File: config.mk
export PLATFORM = sky130hd
export DESIGN_NAME = fifo_rd_stream_adapter_flat
export DESIGN_NICKNAME = d
export VERILOG_FILES = /design/src/rtl/fifo_rd_pkg.sv /design/src/rtl/fifo_rd_stream_adapter_if.sv /design/src/rtl/fifo_rd_slot_buf.sv /design/src/rtl/fifo_rd_stream_adapter.sv /design/src/flat_wrapper.sv
export SDC_FILE = /design/constraint.sdc
export NUM_CORES = 1
export LEC_CHECK = 0
export CORE_MARGIN = 2
export CORE_UTILIZATION = 45
export DETAILED_ROUTE_END_ITERATION = 8
export PLACE_DENSITY = 0.85
export SKIP_LAST_GASP = 1
export SLEW_MARGIN = 0
export SYNTH_ARGS = -nofsm -noshare
export SYNTH_HDL_FRONTEND = slang
export SYNTH_SLANG_ARGS = --single-unit
File: constraint.sdc
create_clock -name r_clk -period 1.5 [get_ports r_clk]
set_input_delay 0.225 -clock r_clk [delete_from_list [all_inputs] [get_ports r_clk]]
set_output_delay 0.225 -clock r_clk [all_outputs]
set_load 0.005 [all_outputs]
File: src/rtl/fifo_rd_pkg.sv
// ---------------------------------------------------------------------------
// fifo_rd_pkg
// Shared types and constants for the FIFO read-side stream adapter.
//   DEF_DATA_WIDTH : default payload width
//   BUF_DEPTH      : number of output buffer slots
//   buf_idx_t      : slot index (0..BUF_DEPTH-1)
//   buf_cnt_t      : slot occupancy (0..BUF_DEPTH)
//   idx_next()     : ring-pointer increment with wrap at BUF_DEPTH
// ---------------------------------------------------------------------------
package fifo_rd_pkg;

    localparam int DEF_DATA_WIDTH = 8;
    localparam int BUF_DEPTH      = 3;

    typedef logic [1:0] buf_idx_t;
    typedef logic [1:0] buf_cnt_t;

    // Depth is not a power of two, so the pointer needs an explicit wrap.
    function automatic buf_idx_t idx_next(input buf_idx_t idx);
        return (idx == buf_idx_t'(BUF_DEPTH - 1)) ? buf_idx_t'(0) : idx + buf_idx_t'(1);
    endfunction

endpackage

File: src/rtl/fifo_rd_stream_adapter_if.sv
// ---------------------------------------------------------------------------
// fifo_rd_stream_adapter_if
// Bundles the FIFO read-request side and the output stream side.
//   r_en    : read request to the read pointer logic
//   f_empty : FIFO empty flag (registered, 1 during reset)
//   rdata   : memory read data, valid the cycle after an accepted read
//   m_valid / m_ready / m_data : output stream
//
// Handshake rules: a FIFO read is accepted on an edge where r_en && !f_empty,
// and its data appears on rdata during the following cycle. A stream word is
// transferred on an edge where m_valid && m_ready; while m_valid is high and
// m_ready is low, m_data is held stable and m_valid does not drop.
//
// Modports: master = adapter view, slave = FIFO/consumer view.
// ---------------------------------------------------------------------------
interface fifo_rd_stream_adapter_if #(
    parameter int DATA_WIDTH = 8
);
    logic                  r_en;
    logic                  f_empty;
    logic [DATA_WIDTH-1:0] rdata;
    logic                  m_valid;
    logic                  m_ready;
    logic [DATA_WIDTH-1:0] m_data;

    modport master (
        output r_en, m_valid, m_data,
        input  f_empty, rdata, m_ready
    );

    modport slave (
        input  r_en, m_valid, m_data,
        output f_empty, rdata, m_ready
    );
endinterface

File: src/rtl/fifo_rd_slot_buf.sv
// ---------------------------------------------------------------------------
// fifo_rd_slot_buf
// Three-entry ring buffer holding words already read from FIFO memory.
//   clk, rst : clock, asynchronous active-high reset
//   push     : write wdata into slot[tail] and advance tail
//   pop      : advance head (caller guarantees count != 0)
//   wdata    : word to store
//   rdata    : slot[head], combinational from registers
//   count    : occupancy 0..3
// ---------------------------------------------------------------------------
module fifo_rd_slot_buf
    import fifo_rd_pkg::*;
#(
    parameter int DATA_WIDTH = DEF_DATA_WIDTH
) (
    input  logic                  clk,
    input  logic                  rst,
    input  logic                  push,
    input  logic                  pop,
    input  logic [DATA_WIDTH-1:0] wdata,
    output logic [DATA_WIDTH-1:0] rdata,
    output buf_cnt_t              count
);

    logic [DATA_WIDTH-1:0] slots [BUF_DEPTH];
    buf_idx_t              head;
    buf_idx_t              tail;

    always_ff @(posedge clk or posedge rst) begin
        if (rst) begin
            head  <= '0;
            tail  <= '0;
            count <= '0;
        end else begin
            if (push) tail <= idx_next(tail);
            if (pop)  head <= idx_next(head);
            case ({push, pop})
                2'b10:   count <= count + buf_cnt_t'(1);
                2'b01:   count <= count - buf_cnt_t'(1);
                default: count <= count;
            endcase
        end
    end

    // Slot contents are don't-care after reset, so storage has no reset.
    always_ff @(posedge clk) begin
        if (push) slots[tail] <= wdata;
    end

    assign rdata = slots[head];

    // The read-request throttle keeps count + inflight <= 3, so a full
    // buffer can never see a push.
    a_no_overflow: assert property (@(posedge clk) disable iff (rst)
        !(push && count == buf_cnt_t'(BUF_DEPTH)));

endmodule

File: src/rtl/fifo_rd_stream_adapter.sv
// ---------------------------------------------------------------------------
// fifo_rd_stream_adapter
// Read-domain consumer of the asynchronous FIFO. Issues reads, captures the
// one-cycle-latency memory data into a 3-slot buffer and presents it as a
// valid/ready stream at one word per cycle. r_en depends on registers only,
// so there is no combinational path from m_ready to r_en.
//   r_clk, rrst  : read clock, asynchronous active-high reset
//   bus          : FIFO read side and output stream (master modport)
//   rd_count     : words delivered, wraps modulo 2^CNT_WIDTH
//   dbg_count    : buffer occupancy (observation only)
//   dbg_inflight : a read was accepted last cycle and its data is on rdata
// ---------------------------------------------------------------------------
module fifo_rd_stream_adapter
    import fifo_rd_pkg::*;
#(
    parameter int DATA_WIDTH = DEF_DATA_WIDTH,
    parameter int CNT_WIDTH  = 16
) (
    input  logic                        r_clk,
    input  logic                        rrst,
    fifo_rd_stream_adapter_if.master    bus,
    output logic [CNT_WIDTH-1:0]        rd_count,
    output buf_cnt_t                    dbg_count,
    output logic                        dbg_inflight
);

    logic                  inflight;
    logic                  accept;
    logic                  pop;
    buf_cnt_t              count;
    logic [2:0]            occupancy;
    logic [DATA_WIDTH-1:0] head_data;

    // Reserve a slot for every word already requested, including the one
    // whose data is still on its way from memory.
    assign occupancy = {1'b0, count} + {2'b00, inflight};
    assign bus.r_en  = !rrst && (occupancy < 3'(BUF_DEPTH));
    assign accept    = bus.r_en && !bus.f_empty;

    assign bus.m_valid = (count != '0);
    assign bus.m_data  = head_data;
    assign pop         = bus.m_valid && bus.m_ready;

    always_ff @(posedge r_clk or posedge rrst) begin
        if (rrst) begin
            inflight <= 1'b0;
            rd_count <= '0;
        end else begin
            inflight <= accept;
            if (pop) rd_count <= rd_count + CNT_WIDTH'(1);
        end
    end

    fifo_rd_slot_buf #(
        .DATA_WIDTH (DATA_WIDTH)
    ) u_slot_buf (
        .clk   (r_clk),
        .rst   (rrst),
        .push  (inflight),
        .pop   (pop),
        .wdata (bus.rdata),
        .rdata (head_data),
        .count (count)
    );

    assign dbg_count    = count;
    assign dbg_inflight = inflight;

endmodule

File: src/flat_wrapper.sv
// flat-port wrapper written by rule: the top's interface ports become plain ports
module fifo_rd_stream_adapter_flat import fifo_rd_pkg::*;
#(
    parameter int DATA_WIDTH = DEF_DATA_WIDTH,
    parameter int CNT_WIDTH  = 16
)
  (r_clk, rrst, rd_count, dbg_count, dbg_inflight, bus_r_en, bus_m_valid, bus_m_data, bus_f_empty, bus_rdata, bus_m_ready);
  fifo_rd_stream_adapter_if #(.DATA_WIDTH(DATA_WIDTH)) bus_i ();
  input  logic r_clk;
  input  logic rrst;
  output logic [CNT_WIDTH-1:0] rd_count;
  output buf_cnt_t dbg_count;
  output logic dbg_inflight;
  output wire logic [$bits(bus_i.r_en)-1:0] bus_r_en;
  output wire logic [$bits(bus_i.m_valid)-1:0] bus_m_valid;
  output wire logic [$bits(bus_i.m_data)-1:0] bus_m_data;
  input wire logic [$bits(bus_i.f_empty)-1:0] bus_f_empty;
  input wire logic [$bits(bus_i.rdata)-1:0] bus_rdata;
  input wire logic [$bits(bus_i.m_ready)-1:0] bus_m_ready;
  assign bus_r_en = bus_i.r_en;
  assign bus_m_valid = bus_i.m_valid;
  assign bus_m_data = bus_i.m_data;
  assign bus_i.f_empty = bus_f_empty;
  assign bus_i.rdata = bus_rdata;
  assign bus_i.m_ready = bus_m_ready;
  fifo_rd_stream_adapter #(.DATA_WIDTH(DATA_WIDTH), .CNT_WIDTH(CNT_WIDTH)) u_core (.r_clk(r_clk), .rrst(rrst), .bus(bus_i), .rd_count(rd_count), .dbg_count(dbg_count), .dbg_inflight(dbg_inflight));
endmodule
# Word-level counts from Yosys, hierarchy flattened
# Memories as Yosys holds them, arrays and structs flattened.
# Cells that the tools add are included.
# W data, S select, Z words.
[word_totals]
input_bits = 12
wordCells = 29
memories = 1
out_inout_bits = 29
reg_bits = 23
mem_bits_rw = 24
[op_classes]
n_eq_ne = 4
muxes = 5
add_sub_neg = 6
magnitude_cmp = 1
n_reduce_logical = 7
[mem_list]
columns = ["name", "depth", "word_bits", "read_ports", "rd_clocked_by_memory_dff", "write_ports", "line", "rtl"]
rows = [
  ["u_core.u_slot_buf.slots", 3, 8, 1, 0, 1, "fifo_rd_slot_buf.sv:25", "logic [DATA_WIDTH-1:0] slots [BUF_DEPTH];"],
]
[ops]
columns = ["op", "count"]
rows = [
  ["$add A16 B1 Y16 const B", 1],
  ["$add A2 B1 Y2 const B", 3],
  ["$eq A2 B2 Y1 const B", 3],
  ["$mux W2", 2],
  ["$pmux W2 S2", 1],
  ["$reduce_bool A2 Y1", 2],
  ["$add A2 B1 Y3", 1],
  ["$logic_and A1 B1 Y1", 3],
  ["$lt A3 B2 Y1 const B", 1],
  ["$eq A2 B1 Y1 const B", 1],
  ["$logic_not A1 Y1", 2],
  ["$mux W1", 2],
  ["$sub A2 B1 Y2 const B", 1],
]

# Longest topological paths before layout
# Gate-level depths: netlist (run 1).
[logic_depth]
word_depth = 4
depth_mapped = 6
depth_no_buf = 6

# By module
# From an unflattened synthesis (run 1), not the netlist that was laid out.
[hier_totals]
hier_cells = 142
hier_area_um2 = 1961.9
[modules_own_cells]
columns = ["mod", "instances", "cells_per_inst", "area_per_inst_um2"]
rows = [
  ["fifo_rd_slot_buf", 1, 75, 1159.9],
  ["fifo_rd_stream_adapter", 1, 67, 802.0],
]

# Least setup slack after synthesis (run 1)
# Ideal clock, no wire load.
[synth_path]
path_type = "register to register"
from = "register u_core.u_slot_buf.count[0]"
to = "register u_core.u_slot_buf.count[1]"
t_arrival_ns = 1.428
slack_ns = -0.007
synth_period_minus_slack_ns = 1.507
path_stages_with_launch = 6
path_buffers = 0
setup_time_ns = 0.079
path_cell_list = "dfrtp_1 > o21ai_4 > inv_1 > ha_1 > nor2_1 > xor2_1"
[synth_between]
elab_chain_cells = 4
word_cells_on_any_way = 8
[synth_lines]
columns = ["element", "line", "rtl"]
rows = [
  ["start: declaration", "fifo_rd_slot_buf.sv:22", "output buf_cnt_t count"],
  ["start signal: assignment", "fifo_rd_slot_buf.sv:38", "2'b10: count <= count + buf_cnt_t'(1);"],
  ["start signal: assignment", "fifo_rd_slot_buf.sv:39", "2'b01: count <= count - buf_cnt_t'(1);"],
  ["start signal: assignment", "fifo_rd_slot_buf.sv:40", "default: count <= count;"],
  ["$reduce_bool A2 Y1 (*)", "fifo_rd_stream_adapter.sv:40", "assign bus.m_valid = (count != '0);"],
  ["$logic_and A1 B1 Y1 (*)", "fifo_rd_stream_adapter.sv:42", "assign pop = bus.m_valid && bus.m_ready;"],
  ["net u_core.pop", "fifo_rd_stream_adapter.sv:29", "logic pop;"],
  ["$eq A2 B1 Y1 or $eq A2 B2 Y1 (tied branches)", "fifo_rd_slot_buf.sv:37", "case ({push, pop})"],
  ["$pmux W2 S2 or $reduce_bool A2 Y1 (tied branches)", "--", ""],
]
# The timed path passes the listed nets; every way through them passes the cells marked *.
# A chain may end at the register's enable or synchronous reset.

# Final worst setup path (run 1)
[layout_path]
from = "register u_core.inflight (netlist: u_core.dbg_inflight)"
to = "output port bus_r_en"
[layout_between]
elab_chain_cells = 3
[layout_lines]
columns = ["element", "line", "rtl"]
rows = [
  ["start: declaration", "fifo_rd_stream_adapter.sv:27", "logic inflight;"],
  ["start signal: assignment", "fifo_rd_stream_adapter.sv:49", "inflight <= accept;"],
  ["$add A2 B1 Y3", "fifo_rd_stream_adapter.sv:36", "assign occupancy = {1'b0, count} + {2'b00, inflight};"],
  ["$lt A3 B2 Y1", "fifo_rd_stream_adapter.sv:37", "assign bus.r_en = !rrst && (occupancy < 3'(BUF_DEPTH));"],
  ["$logic_and A1 B1 Y1", "fifo_rd_stream_adapter.sv:37", ""],
  ["end: declaration", "flat_wrapper.sv:14", "output wire logic [$bits(bus_i.r_en)-1:0] bus_r_en;"],
]
# No other way between the ends.

==> parameters.txt, run 1 <==
Parameter                              Value

Timing
  Clock tree skew after final layout ... 0.00930 ns
  Slew margin rel. ... 0.725
  Hold_ws ... 0.373 ns
  Period Utilization, post-route ... 1.15
  Fmax ... 0.580 GHz
  Final max-slew violation count ... 0
  Final worst slack ... -0.225 ns
  Setup violation total in the final timing report ... 7
  Unrepaired setup endpoints after global routing ... true
  Total count of hold-check failures in the final report ... 0
  Crit path time final ... 1.72 ns
  Transition time at the pin with the least slew margin ... 0.412 ns

Status
  Violations in the final reports ... setup timing
  Outcome ... complete, but fails checks

Power and ir drop
  Peak supply drop ... 1310 uV
  Internal power ... 3.35 mW
  Leakage power summed over all cells ... 1.25 nW
  Switching part of the total power ... 0.317
  Net switching power ... 1.56 mW
  Combinational power share ... 0.439
  Sequential cell fraction of total power ... 0.368
  Power density over the cells ... 1690 mW/mm2
  Clock network fraction of design power ... 0.194

Hold path
  Type of the tightest min-delay check ... in2async

Place
  DP HPWL ... 2.72 mm
  Placer's final routability congestion estimate ... 0.773
  Placed Area ... 0.00253 mm2
  Count of input and output buffers ... 40

Routing
  Post-DR vias/cell ... 5.07
  Detailed Routing Iterations Pass 1 ... 4
  Number of design rule violations left after detail routing ... 0
  Total length of routed wires ... 4.62 mm
  Number of DRC violations after detailed-routing iteration 0 ... 77
  Via count ... 1,409
  Routed wire length per instance ... 16.6 um
  Detail Route Antenna Nets ... 0

Die
  Count of boundary I/O pins ... 41
  Initial cell density of the core ... 0.476
  Row count ... 23
  Die Y ... 69.7 um
  Die boundary width ... 69.7 um
  Die outline area ... 0.00486 mm2
  Core region area ... 0.00409 mm2

Synthesis
  Post-synthesis cell area ... 0.00194 mm2
  Sequential area share after synthesis ... 0.667
  Gate count after technology mapping ... 139
  Number of unique standard cell types used by synthesis ... 28
  Mapped Nets ... 155
  Number of synthesis warnings ... 0
  Synth Register Bits ... 47
  Average instance area after synthesis ... 14.0 um2

Clock network
  CTS H-Tree Depth ... 2
  Clock Sinks ... 47
  Max Buffers Root-to-Sink ... 2
  Worst-Skew Late Latency ... 0.31 ns
  Num CTS Buffers ... 5
  Clock input transition at the sequential cells of the worst setup and hold paths ... 0.10 ns
  CTS tree ... done
  CTS root buffer ... sky130_fd_sc_hd__clkbuf_8

Global route
  Met3 routing resource usage after global routing ... 0.0523
  Pin count of the biggest net entering global routing ... 24
  All-Layer GR Usage ... 0.180
  Global-route layer with the greatest usage ... met2
  Initial antenna violation count ... 0
  GR Util met2 ... 0.315
  Met1 track demand over resource in global routing ... 0.212
  Wire length of the first global-routing pass ... 6.72 mm
  Total gr overflow ... 0
  Vias in the first global route ... 1,397

Setup path
  Setup Crit Path Kind ... reg2out
  CP Data Required Time ... 1.27 ns
  Crit Path Max Fanout ... 2
  Element type at the critical path end ... output port
  Worst Path Arrival ... 1.50 ns
  Startpoint Class ... flip-flop

Cells and area
  Top library cells by usage in the layout, fill and taps aside ... 39 x sky130_fd_sc_hd__buf_4, 25 x sky130_fd_sc_hd__clkdlybuf4s50_1, 24 x sky130_fd_sc_hd__edfxtp_1
  Antenna diode count ... 0
  Nets@finish ... 243
  Area delta synth->final ... 49.2%
  Most common cell after layout, fill and taps aside ... sky130_fd_sc_hd__buf_4
  Share of post-route cells with drive strength above 1 ... 0.360
  Final Util ... 0.710
  Number of inserted filler cells in the final layout ... 278
  Finished layout cell area ... 0.00290 mm2

Flow run
  Maxcap violations ... 0
cells by family (layout without fill, tap and decap cells):
family | after synthesis | after routing | synth area share
buffers and inverters | 7 | 96 | 0.0142
XOR/XNOR | 18 | 18 | 0.0811
AO/OA/AOI/OAI | 13 | 13 | 0.0470
AND/OR/NAND/NOR | 41 | 41 | 0.118
adder cells (fa/ha/maj) | 4 | 4 | 0.0257
multiplexers | 9 | 9 | 0.0470
flip-flops | 47 | 47 | 0.667
through the flow:
step	power [mW]	instances	setup WS (ns)	setup TNS, ns
floorplan	2.54	139	0.00682	0
global placement	3.41	242	-0.342	-0.993
detailed placement	3.50	242	-0.400	-1.26
CTS	4.59	260	-0.174	-0.604
global route	5.16	278	-0.261	-1.39
finish	4.91	278	-0.225	-0.677
power by group through the flow:
stage               logic, mW  clock network [mW]  registers, mW
floorplan               0.675                   0           1.87
global placement         1.56                   0           1.84
detailed placement       1.63                   0           1.87
CTS                      1.79               0.962           1.84
global route             2.29                1.03           1.83
finish                   2.16               0.952           1.81
cell usage after synthesis:
cell type | instances | area, um2
sky130_fd_sc_hd__nand4_4 | 1 | 21.3
sky130_fd_sc_hd__nor2b_1 | 1 | 6.26
sky130_fd_sc_hd__nor3_4 | 1 | 16.3
sky130_fd_sc_hd__nor3_1 | 1 | 5.00
sky130_fd_sc_hd__or2_2 | 1 | 6.26
sky130_fd_sc_hd__ha_1 | 4 | 50.1
sky130_fd_sc_hd__xor2_1 | 5 | 43.8
sky130_fd_sc_hd__buf_2 | 1 | 5.00
sky130_fd_sc_hd__o211ai_2 | 1 | 12.5
sky130_fd_sc_hd__mux2i_1 | 8 | 80.1
sky130_fd_sc_hd__o21ai_0 | 8 | 40.0
sky130_fd_sc_hd__nor2_2 | 1 | 6.26
sky130_fd_sc_hd__nand2_1 | 16 | 60.1
sky130_fd_sc_hd__and4_1 | 1 | 8.76
sky130_fd_sc_hd__xnor2_1 | 13 | 114
sky130_fd_sc_hd__and3_1 | 4 | 25.0
sky130_fd_sc_hd__mux2_2 | 1 | 11.3
sky130_fd_sc_hd__inv_1 | 4 | 15.0
sky130_fd_sc_hd__o21ai_4 | 1 | 16.3
sky130_fd_sc_hd__nand3_1 | 2 | 10.0
sky130_fd_sc_hd__a21o_1 | 2 | 15.0
sky130_fd_sc_hd__nand2b_1 | 1 | 6.26
sky130_fd_sc_hd__nor2_1 | 4 | 15.0
sky130_fd_sc_hd__dfrtp_1 | 23 | 576
sky130_fd_sc_hd__clkbuf_1 | 2 | 7.51
sky130_fd_sc_hd__a211oi_1 | 1 | 7.51
sky130_fd_sc_hd__edfxtp_1 | 24 | 721
sky130_fd_sc_hd__nand4_1 | 7 | 43.8
sequential cells by signal, indices dropped and copies added, names as in the netlist:
register	flops
u_core.rd_count	16
u_core.u_slot_buf.slots	24
u_core.dbg_inflight	1
u_core.u_slot_buf.count	2
u_core.u_slot_buf.head	2
u_core.u_slot_buf.tail	2
critical path, cell delays in order (launching register included):
cell and delay [ns]:
sky130_fd_sc_hd__dfrtp_1 0.40, sky130_fd_sc_hd__ha_2 0.21, sky130_fd_sc_hd__ha_4 0.22, sky130_fd_sc_hd__a211oi_4 0.21
sky130_fd_sc_hd__buf_2 0.15
per-layer routing:
metal  routed length, um  vias up
li1                    -      666
met1                1940      686
met2                2360       46
met3                 218       11
met4                 104        0
met5                   0        -
what timing repair did:
action | 4_1_cts | 5_1_grt
pin swaps | 7 | 8
endpoints found under the setup margin | 23 | 23
setup buffers | 10 | 18
hold buffers | 0 | 0
gates resized for setup | 57 | 11
path summary, 6_finish.rpt:
kind	startpoint	endpoint	slack, ns	cells after the start
worst min register to register	u_core.rd_count[15]$_DFFE_PP0P_	u_core.rd_count[15]$_DFFE_PP0P_	0.49	1
worst max-delay path	u_core.dbg_inflight$_DFF_PP0_	bus_r_en	-0.22	4
worst min-delay path	rrst	u_core.rd_count[14]$_DFFE_PP0P_	0.37	3
min in group r_clk	bus_f_empty	u_core.dbg_inflight$_DFF_PP0_	0.48	2
max in group asynchronous	rrst	u_core.rd_count[7]$_DFFE_PP0P_	0.87	3
worst max register to register	u_core.u_slot_buf.count[1]$_DFFE_PP0P_	u_core.u_slot_buf.count[1]$_DFFE_PP0P_	-0.05	8
layout make-up:
class / instances / area (um2) / share of cell area
multi-input cells: 85 / 679 / 0.234
clock buffers: 5 / 68.8 / 0.0237
clock inverters: 3 / 46.3 / 0.0160
inverters: 4 / 15.0 / 0.00518
flip-flops and latches: 47 / 1310 / 0.450
repair buffers: 84 / 723 / 0.249
well taps: 50 / 62.6 / 0.0216
No activity file was read; power rests on OpenSTA's default activity.
==> run 2, diff against run 1 <==
- CTS_CLUSTER_SIZE: unset -> 30
==> results of run 2 <==
The final DEF is identical to that of run 1; final timing and power are the same.
==> patch: new RTL, settings of run 1 <==
Change the package constant `DEF_DATA_WIDTH` from 8 to 12.
--- a/src/rtl/fifo_rd_pkg.sv
+++ b/src/rtl/fifo_rd_pkg.sv
@@ -9,7 +9,7 @@
 // ---------------------------------------------------------------------------
 package fifo_rd_pkg;
 
-    localparam int DEF_DATA_WIDTH = 8;
+    localparam int DEF_DATA_WIDTH = 12;
     localparam int BUF_DEPTH      = 3;
 
     typedef logic [1:0] buf_idx_t;
Ports: changed (resized bus_m_data and bus_rdata); port bits go from 41 to 49. No check against the original RTL was run, so the function may have changed too.
==> patch against run 1 <==
The run still ends with setup timing left; first-iteration DRC count up 39%; synthesized area up 22%; worst setup slack worse by 0.022 ns; power up 19%; routed wire length up 9.7%; final area up 18%; synthesized cell count up 19%; non-clock buffer count up 2; sequential cell count up 12.
==> patch: results (changes against run 1) <==
Outcome
  • Status: complete, but fails checks (unchanged)
  • Failing checks: setup timing (unchanged)

Clock network
  • H-tree Lvls: 3 (was 2)
  • Worst-skew pair later-pin latency: 0.34 ns (was 0.31 ns)
  • CTS Buf Count: 9 (was 5)
  • Worst-path clk slew: 0.06 ns (was 0.10 ns)

Worst setup path
  • FF-to-FF Start: u_core.rd_count[0] (was u_core.u_slot_buf.count[1])
  • Capture point of the worst reg-to-reg path: u_core.rd_count[14] (was u_core.u_slot_buf.count[1])
  • Slowest library cell on the worst path: dfrtp_1 (unchanged)
  • Register-to-Register Setup Slack: 0.03 ns (was -0.05 ns)
  • Depth of the worst register-to-register path: 5 (was 8)

Yosys
  • Post-synthesis xor/xnor area fraction: 6.64% (was 8.11%)
  • Mean Syn Cell Area: 14.4 sq um (was 14.0 sq um)
  • Synth top area cells: edfxtp_1 (45%), dfrtp_1 (24%), xnor2_1 (5.2%) (was edfxtp_1 (37%), dfrtp_1 (30%), xnor2_1 (5.9%))
  • Post-synth EDFFs: 36 (was 24)
  • Async S/R FF share, synth: 39.0% (was 48.9%)
  • Compound-Gate Fraction of Synth Area: 4.16% (was 4.70%)
  • Sequential-to-total area share from yosys stat: 69.7% (was 66.7%)
  • Synth Net Count: 185 (was 155)
  • Synth top cells by count: edfxtp_1 (36), dfrtp_1 (23), nand2_1 (22) (was edfxtp_1 (24), dfrtp_1 (23), nand2_1 (16))
  • Synth Area in Adders: 2.11% (was 2.57%)
  • Post-synth cell types: 27 (was 28)

Timing
  • Slew margin rel.: 76.5% (was 72.5%)
  • Hold slack: 0.333 ns (was 0.373 ns)
  • Final WS setup: -0.247 ns (was -0.225 ns)
  • Final setup vio count: 9 (was 7)
  • Worst Clk Skew: 0.0108 ns (was 0.00930 ns)

Global routing
  • First-pass GRT wire length: 7820 um (was 6720 um)
  • Tot GR Track Use: 17.9% (was 18.0%)
  • Vias in the first global route: 1,618 (was 1,397)

Cells and area
  • Top flop regs: u_core.u_slot_buf.slots (36), u_core.rd_count (16) (was u_core.u_slot_buf.slots (24), u_core.rd_count (16))
  • Layout cell share with drive strength beyond 1: 30.4% (was 36.0%)

Placed design
  • Port Buf Inserts: 48 (was 40)
  • Setup WS pre-CTS: -0.391 ns (was -0.400 ns)
  • Gpl congestion: 0.758 (was 0.773)
  • Inst Count DP: 298 (was 242)
  • DP HPWL: 3060 um (was 2720 um)

Pwr
  • Internal power: 4100 uW (was 3350 uW)
  • Seq group: 2210 uW (was 1810 uW)
  • Clk pwr share: 24.1% (was 19.4%)
  • VDD IR max: 1.34 mV (was 1.31 mV)
  • Power Dens Cells: 1710 nW/um^2 (was 1690 nW/um^2)

Detailed routing
  • Detail-routed via count per cell: 4.86 (was 5.07)
  • DRT Wirelength: 5070 um (was 4620 um)
  • Initial DRC Count: 107 (was 77)
==> patch: repair_timing <==
| action | in CTS | in global routing |
|---|---|---|
| setup buffers | 10 | 12 |
| hold endpoints to repair | 0 | 0 |
| endpoints found under the setup margin | 26 | 28 |
| gates resized for setup | 82 | 14 |
| pin swaps | 9 | 11 |
==> patch: how the worst max path moves through the flow <==
| stage | startpoint | end | slack [ns] | depth (start not counted) |
|---|---|---|---|---|
| after global routing | u_core.u_slot_buf.count[0] | bus_r_en | -0.31 | 4 |
| final | u_core.u_slot_buf.count[0] | bus_r_en | -0.25 | 4 |
| after floorplan | u_core.u_slot_buf.count[0] | u_core.dbg_inflight | 0.01 | 4 |
| after global placement | u_core.u_slot_buf.count[0] | bus_r_en | -0.37 | 4 |
| after detailed placement | u_core.u_slot_buf.count[0] | bus_r_en | -0.39 | 4 |
| after CTS | u_core.u_slot_buf.count[0] | bus_r_en | -0.22 | 4 |
==> patch: area by class of cell <==
type | instances | area [sq um]
clock buffer | 11 | 141
timing repair buffer | 86 | 737
sequential | 59 | 1660
multi-input combinational | 97 | 738
clock inverter | 5 | 52.6
inverter | 5 | 18.8
fill | 368 | 1670
tap | 70 | 87.6
==> patch: routing by layer <==
layer  track usage [%]  share of wire (%)  up-vias
met5                 0                  0        -
met4              10.0                1.4        0
met3              5.65                3.7        4
met2              28.9                 54       31
met1              21.1                 41      808
li1                  -                  -      774
==> patch: critical path: cells and delay by family, from the launching register on <==
kind                       cells  cell delay (ns)
AOI/OAI and AO/OA              1             0.24
adders and majority gates      2             0.41
buffers and inverters          1             0.15
DFF                            1             0.40
==> patch: metrics by stage <==
step	TNS (ns)	instance area (sq um)
floorplan	0	2380
global placement	-3.03	3090
detailed placement	-3.07	3090
CTS	-1.45	3330
global route	-1.85	3430
finish	-0.727	3430
